**src/rtl/fetch_arb_pkg.sv**
```systemverilog
// Shared types for the fetch request arbiter: buffer select codes, FSM states
// and the round-robin helpers used by the picker and the top level.
package fetch_arb_pkg;

  localparam int NUM_REQ   = 3;
  localparam int SEL_WIDTH = 2;

  typedef logic [SEL_WIDTH-1:0] sel_t;

  localparam sel_t SEL_WEIGHT = 2'b00;
  localparam sel_t SEL_K      = 2'b01;
  localparam sel_t SEL_V      = 2'b10;

  typedef enum logic [1:0] {
    ST_IDLE  = 2'd0,
    ST_CLEAR = 2'd1,
    ST_ISSUE = 2'd2,
    ST_WAIT  = 2'd3
  } arb_state_e;

  // Requester index following i, wrapping 2 -> 0.
  function automatic logic [1:0] rr_next(input logic [1:0] i);
    return (i >= 2'd2) ? 2'd0 : i + 2'd1;
  endfunction

  function automatic sel_t idx_to_sel(input logic [1:0] idx);
    case (idx)
      2'd0:    return SEL_WEIGHT;
      2'd1:    return SEL_K;
      default: return SEL_V;
    endcase
  endfunction

endpackage

```
**src/rtl/rr_pick3.sv**
```systemverilog
// Combinational three-way round-robin picker: searches from last+1, wrapping,
// with the previous winner considered last.
module rr_pick3
  import fetch_arb_pkg::*;
(
  input  logic [NUM_REQ-1:0] req_i,
  input  logic [1:0]         last_i,
  output logic [NUM_REQ-1:0] winner_o,
  output logic [1:0]         idx_o,
  output logic               valid_o
);

  logic [1:0] probe;
  logic       found;

  always_comb begin
    winner_o = '0;
    idx_o    = '0;
    found    = 1'b0;
    probe    = last_i;
    for (int k = 0; k < NUM_REQ; k++) begin
      probe = rr_next(probe);
      if (!found && req_i[probe]) begin
        found = 1'b1;
        idx_o = probe;
      end
    end
    if (found) winner_o = NUM_REQ'(1) << idx_o;
    valid_o = found;
  end

endmodule

```
**src/rtl/fetch_request_arbiter.sv**
```systemverilog
// Shares the tile-fetch engine between the weight, K and V loaders and sequences
// pointer clears between fetches. Define FETCH_TIMEOUT_EN to build the WAIT watchdog.
module fetch_request_arbiter
  import fetch_arb_pkg::*;
#(
  parameter int TIMEOUT_CYCLES = 64
) (
  input  logic               clk,
  input  logic               rst_n,
  input  logic [NUM_REQ-1:0] req_i,
  input  logic               clr_ptrs_i,
  input  logic               fetch_done_i,
  output logic [NUM_REQ-1:0] grant_o,
  output logic [NUM_REQ-1:0] done_o,
  output logic               start_fetch_o,
  output sel_t               buffer_select_o,
  output logic               reset_addr_counters_o,
  output logic               busy_o,
  output logic               timeout_err_o
);

  arb_state_e         state_q, state_d;
  logic [NUM_REQ-1:0] grant_q, grant_d;
  logic [NUM_REQ-1:0] done_q, done_d;
  sel_t               sel_q, sel_d;
  logic [1:0]         last_q, last_d;
  logic               clear_pending_q, clear_pending_d;

  logic [NUM_REQ-1:0] req_masked;
  logic [NUM_REQ-1:0] pick_winner;
  logic [1:0]         pick_idx;
  logic               pick_valid;
  logic               timeout_hit;

  // A requester whose done is pulsing has not yet had a chance to drop req.
  assign req_masked = req_i & ~done_q;

  rr_pick3 u_pick (
    .req_i    (req_masked),
    .last_i   (last_q),
    .winner_o (pick_winner),
    .idx_o    (pick_idx),
    .valid_o  (pick_valid)
  );

`ifdef FETCH_TIMEOUT_EN
  localparam int CNT_W = $clog2(TIMEOUT_CYCLES + 1);

  logic [CNT_W-1:0] wd_cnt_q, wd_cnt_d;
  logic             timeout_err_q, timeout_err_d;

  always_comb begin
    wd_cnt_d      = wd_cnt_q;
    timeout_err_d = timeout_err_q;
    timeout_hit   = 1'b0;
    if (state_q == ST_ISSUE) begin
      wd_cnt_d = '0;
    end else if (state_q == ST_WAIT && !fetch_done_i) begin
      if (wd_cnt_q == CNT_W'(TIMEOUT_CYCLES - 1)) begin
        timeout_hit   = 1'b1;
        timeout_err_d = 1'b1;
        wd_cnt_d      = '0;
      end else begin
        wd_cnt_d = wd_cnt_q + 1'b1;
      end
    end
  end

  always_ff @(posedge clk or negedge rst_n) begin
    if (!rst_n) begin
      wd_cnt_q      <= '0;
      timeout_err_q <= 1'b0;
    end else begin
      wd_cnt_q      <= wd_cnt_d;
      timeout_err_q <= timeout_err_d;
    end
  end

  assign timeout_err_o = timeout_err_q;
`else
  assign timeout_hit   = 1'b0;
  assign timeout_err_o = 1'b0;

  if (TIMEOUT_CYCLES < 1) begin : g_timeout_cfg_unused
  end
`endif

  always_comb begin
    state_d         = state_q;
    grant_d         = grant_q;
    done_d          = '0;
    sel_d           = sel_q;
    last_d          = last_q;
    clear_pending_d = clear_pending_q;
    case (state_q)
      ST_IDLE: begin
        if (clear_pending_q || clr_ptrs_i) begin
          state_d = ST_CLEAR;
        end else if (pick_valid) begin
          grant_d = pick_winner;
          sel_d   = idx_to_sel(pick_idx);
          last_d  = pick_idx;
          state_d = ST_ISSUE;
        end
      end
      ST_CLEAR: begin
        clear_pending_d = 1'b0;
        state_d         = ST_IDLE;
      end
      ST_ISSUE: begin
        if (clr_ptrs_i) clear_pending_d = 1'b1;
        state_d = ST_WAIT;
      end
      ST_WAIT: begin
        if (clr_ptrs_i) clear_pending_d = 1'b1;
        // sel_q is left alone so the engine still sees it on the fetch_done cycle.
        if (fetch_done_i || timeout_hit) begin
          done_d  = NUM_REQ'(1) << last_q;
          grant_d = '0;
          state_d = ST_IDLE;
        end
      end
      default: state_d = ST_IDLE;
    endcase
  end

  always_ff @(posedge clk or negedge rst_n) begin
    if (!rst_n) begin
      state_q         <= ST_IDLE;
      grant_q         <= '0;
      done_q          <= '0;
      sel_q           <= SEL_WEIGHT;
      last_q          <= 2'd2;
      clear_pending_q <= 1'b0;
    end else begin
      state_q         <= state_d;
      grant_q         <= grant_d;
      done_q          <= done_d;
      sel_q           <= sel_d;
      last_q          <= last_d;
      clear_pending_q <= clear_pending_d;
    end
  end

  assign grant_o               = grant_q;
  assign done_o                = done_q;
  assign buffer_select_o       = sel_q;
  assign start_fetch_o         = (state_q == ST_ISSUE);
  assign reset_addr_counters_o = (state_q == ST_CLEAR);
  assign busy_o                = (state_q == ST_ISSUE) || (state_q == ST_WAIT);

endmodule
```
**config.mk**
```make
export PLATFORM = sky130hd
export DESIGN_NAME = fetch_request_arbiter
export DESIGN_NICKNAME = d
export VERILOG_FILES = /design/src/rtl/fetch_arb_pkg.sv /design/src/rtl/rr_pick3.sv /design/src/rtl/fetch_request_arbiter.sv
export SDC_FILE = /design/constraint.sdc
export NUM_CORES = 1
export LEC_CHECK = 0
export ABC_CLOCK_PERIOD_IN_PS = 5100
export CORE_AREA = 2 2 41 50
export CTS_BUF_LIST = sky130_fd_sc_hd__clkbuf_16
export DETAILED_ROUTE_END_ITERATION = 8
export DIE_AREA = 0 0 43 52
export PLACE_DENSITY = 0.69
export SLEW_MARGIN = 25
export SYNTH_ARGS = -nofsm -noshare
export SYNTH_HDL_FRONTEND = slang
export SYNTH_SLANG_ARGS = --single-unit
export TNS_END_PERCENT = 10
```
**constraint.sdc**
```tcl
create_clock -name clk -period 5.1 [get_ports clk]
set_clock_uncertainty 0.15 [all_clocks]
set_input_delay 1.02 -clock clk [delete_from_list [all_inputs] [get_ports clk]]
set_output_delay 1.02 -clock clk [all_outputs]
set_load 0.01 [all_outputs]
```
==> results of run 1 <==
==> routing by layer <==
metal  global-route usage (%)  part of all wire, %  wire length (um)
met3                     3.47                  3.4                44
met5                        0                    0                 0
met4                     8.59                  2.4                31
met1                     13.7                   38               488
met2                     25.0                   57               735
==> Yosys cell counts <==
cell,number
nand3b_1,1
o21ai_0,2
nand3_1,1
a31oi_4,1
buf_2,1
inv_1,5
or4_4,1
or2_1,1
dfstp_2,1
o22ai_1,6
a21oi_1,3
a2bb2oi_1,1
o32ai_1,1
buf_4,1
dfrtp_1,12
or2b_1,1
nor2b_1,1
nand2_1,3
and2b_1,1
or3b_2,2
nand2b_1,3
conb_1,1
a22oi_1,1
nor4_1,1
nor3_1,3
==> critical path, stage by stage, from the launching register on <==
cell	delay, ns
dfrtp_1	0.44
and2b_1	0.22
clkdlybuf4s50_1	0.52
==> per-stage QoR <==
stage / setup slack (ns) / cells
2_1_floorplan: 2.96 / 55
3_3_place_gp: 2.43 / 89
5_1_grt: 2.44 / 93
3_5_place_dp: 2.39 / 89
4_1_cts: 2.50 / 93
6_report: 2.51 / 93
==> worst min path at each step <==
stage | from | cells past startpoint | slack (ns) | to
after floorplan | last_q[0] | 1 | 0.30 | done_o[0]
after global placement | last_q[0] | 1 | 0.35 | done_o[2]
after detailed placement | last_q[0] | 1 | 0.33 | done_o[2]
after CTS | last_q[0] | 1 | 0.35 | done_o[0]
final | last_q[0] | 1 | 0.35 | done_o[0]
after global routing | last_q[0] | 1 | 0.37 | done_o[2]
==> layout make-up <==
cell class,count,area (um2),area share [%]
sequential,13,327,38.4
multi-input combinational,35,233,27.4
timing repair buffer,17,170,20.0
clock buffer,3,75.1,8.82
tap,19,23.8,2.79
inverter,5,18.8,2.21
clock inverter,1,3.75,0.441
==> state kept, by name, summed over array words and instances (netlist names) <==
name	cells
clear_pending_q	1
buffer_select_o	2
state_q	2
grant_o	3
last_q	2
done_o	3
==> cells by family after synthesis <==
kind of cell	share of synthesized area, %
AND/OR/NAND/NOR	20.3
AO/OA/AOI/OAI	18.4
flip-flops	55.3
other	0.635
buffers and inverters	5.30
==> report_power, final <==
group          leakage, nW  internal [mW]  switching, mW
clock               0.0423          0.103         0.0384
combinational        0.150         0.0960         0.0794
sequential           0.167          0.143         0.0345
total                0.359          0.342          0.152
==> flow_summary.yaml, run 1 <==
yosys:
  yosysTopAreaCell: "dfrtp_1"
  syn_inst: 55
  ys_types: 25
  ys_seq_area_share_pct: 55.3
  syn_avg_cell_area_um2: 10.7
  synth.top_cell.area_share_pct: 50.8
  synth_warnings: 0
  ys_ff_latch: 13
  syn_nets: 62
  syn-cell-area_um2: 591
  synth.area.top_cells: "dfrtp_1 51%, o22ai_1 6.4%, dfstp_2 4.4%"
layout:
  layout.nets: 82
  final_common_cell: "clkdlybuf4s50_1"
  drive_above_1_share_pct: 10.8
  area_growth_pct: 44.1
  final_util_pct: 47.6
  mostFrequentLayoutCells: "17 x clkdlybuf4s50_1, 12 x dfrtp_1, 6 x inv_1, 6 x o22ai_1"
  fin_area_um2: 851
  fill_cells: 171
  diodes: 0
placed_design:
  gp_congestion: 0.759
  port_buffers: 17
  dpl.hpwl_um: 970
  place_area_um2: 772
power_and_ir_drop:
  peakVddDrop_uv: 237
  power_density_nw_per_um2: 581
  leakage_nw: 0.359
  finalPower_mw: 0.494
sta:
  finalSetupViolCount: 0
  hold_violations: 0
  fin_setup_tns_ns: 0
  hold_slack_ns: 0.354
  slew_violations: 0
  maxSlewHeadroom_pct: 62.7
  worst_pin_slew_ns: 0.558
  period_needed_ns: 2.59
  fmax_ghz: 0.387
  period_share_pct: 50.7
  rsz0062_at_grt: "no"
clocking:
  clkSinkCount: 13
  clk-insertion-delay-late_ns: 0.23
  clkTransAtPathRegs_ns: 0.04
  cts_root_buf: "clkbuf_16"
  cts_buffers: 3
  clk_path_buf_depth: 2
  postCtsSetupBuffers: 0
  ctsHtreeMaxLevel: 1
  cts_resized: 0
  hold_buffers: 0
  cts_tree: "done"
drt:
  drt_iter0_drc: 7
  dr_total_vias: 489
  ant_nets: 0
  routed_wl_um: 1300
  vias_per_cell: 5.26
  first_pass_iters: 3
  drc: 0
  wl_per_cell_um: 14.0
worst_setup_path:
  reg2reg_setup_slack_ns: 3.36
  worstPathArrival_ns: 1.42
  end_kind: "primary output"
  crit_type: "reg -> out"
  r2r_cells: 3
  r2r_end: "buffer_select_o[0]"
  cp-startpoint: "state_q[1]"
  endpoint: "reset_addr_counters_o"
  start_kind: "register"
  path_max_fanout: 9
  r2r-start: "state_q[1]"
  worstPathRequired_ns: 3.93
grt:
  antenna_found_initial: 0
  grt_pass1_wl_um: 2210
  grt_remaining_overflow: 0
  grt_max_degree: 14
  grtUsageTotal_pct: 13.7
  grt_pass1_vias: 530
floorplan:
  fp.dieH_um: 52
  initial_core_util_pct: 33.1
  core_area_um2: 1790
  row_count: 17
  ios: 19
  dieArea_um2: 2240
  die_x_um: 43
min_path:
  min-delay-path-class: "reg -> reg"
run_status:
  status: "finished, final reports clean"
flow_run:
  cap_violations: 0
Power figures use the tool's default switching activity.
==> inputs of run 2 (changes only) <==
- ABC_CLOCK_PERIOD_IN_PS: 5100 -> 2450
- clock period: 5.1 -> 2.45 ns (I/O delays scaled with it)
==> run 2 against run 1 <==
Against the previous run: utilization is the same; sequential cell count stayed put; design area stayed put; wire length fell by 1.9%; combinational power rose by 110%; die area unchanged; sequential share of layout area stayed put; worst hold slack got worse by 0.0022 ns; largest power group unchanged.
==> flow_summary.yaml, run 2 (synthesis results as in run 1) <==
run_status:
  status: "finished, final reports clean"
clocking:
  ctsHtreeMaxLevel: 1
  clkTransAtPathRegs_ns: 0.04
  cts_buffers: 3
  clk-insertion-delay-late_ns: 0.24
  cts_tree: "done"
  clkSinkCount: 13
  cts_resized: 0
  hold_buffers: 0
  cts_root_buf: "clkbuf_16"
  postCtsSetupBuffers: 0
  clk_path_buf_depth: 2
power_and_ir_drop:
  peakVddDrop_uv: 472
  p_sw_mw: 0.319
  finalPower_mw: 1.03
  power_frac_clock_pct: 29.1
  leakage_nw: 0.359
  power_density_nw_per_um2: 1210
  seq_power_share_pct: 35.6
  switching_share_pct: 31.0
  comb_power_share_pct: 35.3
  power.internal_mw: 0.711
worst_setup_path:
  path_max_fanout: 9
  crit_chain: "and2b_1, clkdlybuf4s50_1"
  slowest_delay_ns: 0.52
  worst_path_max_delay_cell: "clkdlybuf4s50_1"
  end_kind: "primary output"
  worstPathArrival_ns: 1.42
  crit_type: "reg -> out"
  r2r_cells: 3
  start_kind: "register"
  worstPathRequired_ns: 1.81
floorplan:
  fp.dieH_um: 52
  core_area_um2: 1790
  die_x_um: 43
  dieArea_um2: 2240
  initial_core_util_pct: 33.1
  ios: 19
  row_count: 17
grt:
  grtUsageTotal_pct: 14.4
  grt_pass1_wl_um: 2220
  grt_pass1_vias: 507
  grt_remaining_overflow: 0
  grt_max_degree: 14
  antenna_found_initial: 0
placed_design:
  dpl.hpwl_um: 961
  gp_congestion: 0.760
  port_buffers: 17
layout:
  final_common_cell: "clkdlybuf4s50_1"
  diodes: 0
  layout.nets: 82
  area_growth_pct: 44.1
  drive_above_1_share_pct: 10.8
  fill_cells: 181
  mostFrequentLayoutCells: "17 x clkdlybuf4s50_1, 12 x dfrtp_1, 6 x inv_1, 6 x o22ai_1"
sta:
  slew_violations: 0
  fmax_ghz: 0.484
  finalSetupViolCount: 0
  fin_setup_tns_ns: 0
  hold_violations: 0
  period_share_pct: 84.3
  period_needed_ns: 2.06
  rsz0062_at_grt: "no"
  maxSlewHeadroom_pct: 62.2
  worst_pin_slew_ns: 0.566
min_path:
  whs_path_depth: 1
  min-delay-path-class: "reg -> reg"
drt:
  wl_per_cell_um: 13.7
  first_pass_iters: 4
  drt_iter0_drc: 2
  routed_wl_um: 1280
  drc: 0
  vias_per_cell: 5.23
  dr_total_vias: 486
  ant_nets: 0
flow_run:
  cap_violations: 0
## run 2: cell counts in the layout (fill, tap and decap cells not counted)
No cell type changed its count.
## run 2: critical path: cells and delay by family, from the launching register on
family | cells | cell delay [ns]
buf+inv | 1 | 0.52
flops | 1 | 0.44
simple gates | 1 | 0.22
## run 2: metal layers
metal	vias up	track usage, %	wire length [um]
met5	-	0	0
met4	0	12.1	55
met3	4	4.17	56
met2	15	23.7	685
met1	233	14.8	478
li1	234	-	-
## run 2: layout make-up
type                    count  area, um2  area share, %
clock buffers               3       75.1           8.82
clock inverters             1       3.75          0.441
inverters                   5       18.8           2.21
multi-input cells          35        233           27.4
flip-flops and latches     13        327           38.4
well taps                  19       23.8           2.79
repair buffers             17        170           20.0
## run 2: per-stage QoR
stage | setup WS [ns] | cells | util, % | instance area [um2] | hold slack [ns]
after global routing | 0.312 | 93 | 47.6 | 851 | 0.373
after CTS | 0.370 | 93 | 47.6 | 851 | 0.354
final | 0.386 | 93 | 47.6 | 851 | 0.352
after global placement | 0.311 | 89 | 43.2 | 772 | 0.346
after floorplan | 0.841 | 55 | - | 591 | 0.0444
after detailed placement | 0.270 | 89 | 43.2 | 772 | 0.333
## run 2: power by group through the flow
stage          registers, mW  clock network (mW)  logic (mW)
2_1_floorplan          0.375                   0       0.184
3_3_place_gp           0.369                   0       0.361
3_5_place_dp           0.372                   0       0.364
4_1_cts                0.370               0.306       0.368
5_1_grt                0.383               0.317       0.402
6_report               0.367               0.300       0.364
## run 2: path summary, 6_finish.rpt
check                            from               endpoint  slack, ns
setup reg to reg           state_q[1]     buffer_select_o[0]       0.70
hold / removal              last_q[0]              done_o[2]       0.35
setup / recovery           state_q[1]  reset_addr_counters_o       0.39
min in group asynchronous       rst_n             state_q[1]       0.47
max in group asynchronous       rst_n              last_q[1]       1.31
hold reg to reg             last_q[0]              done_o[2]       0.35
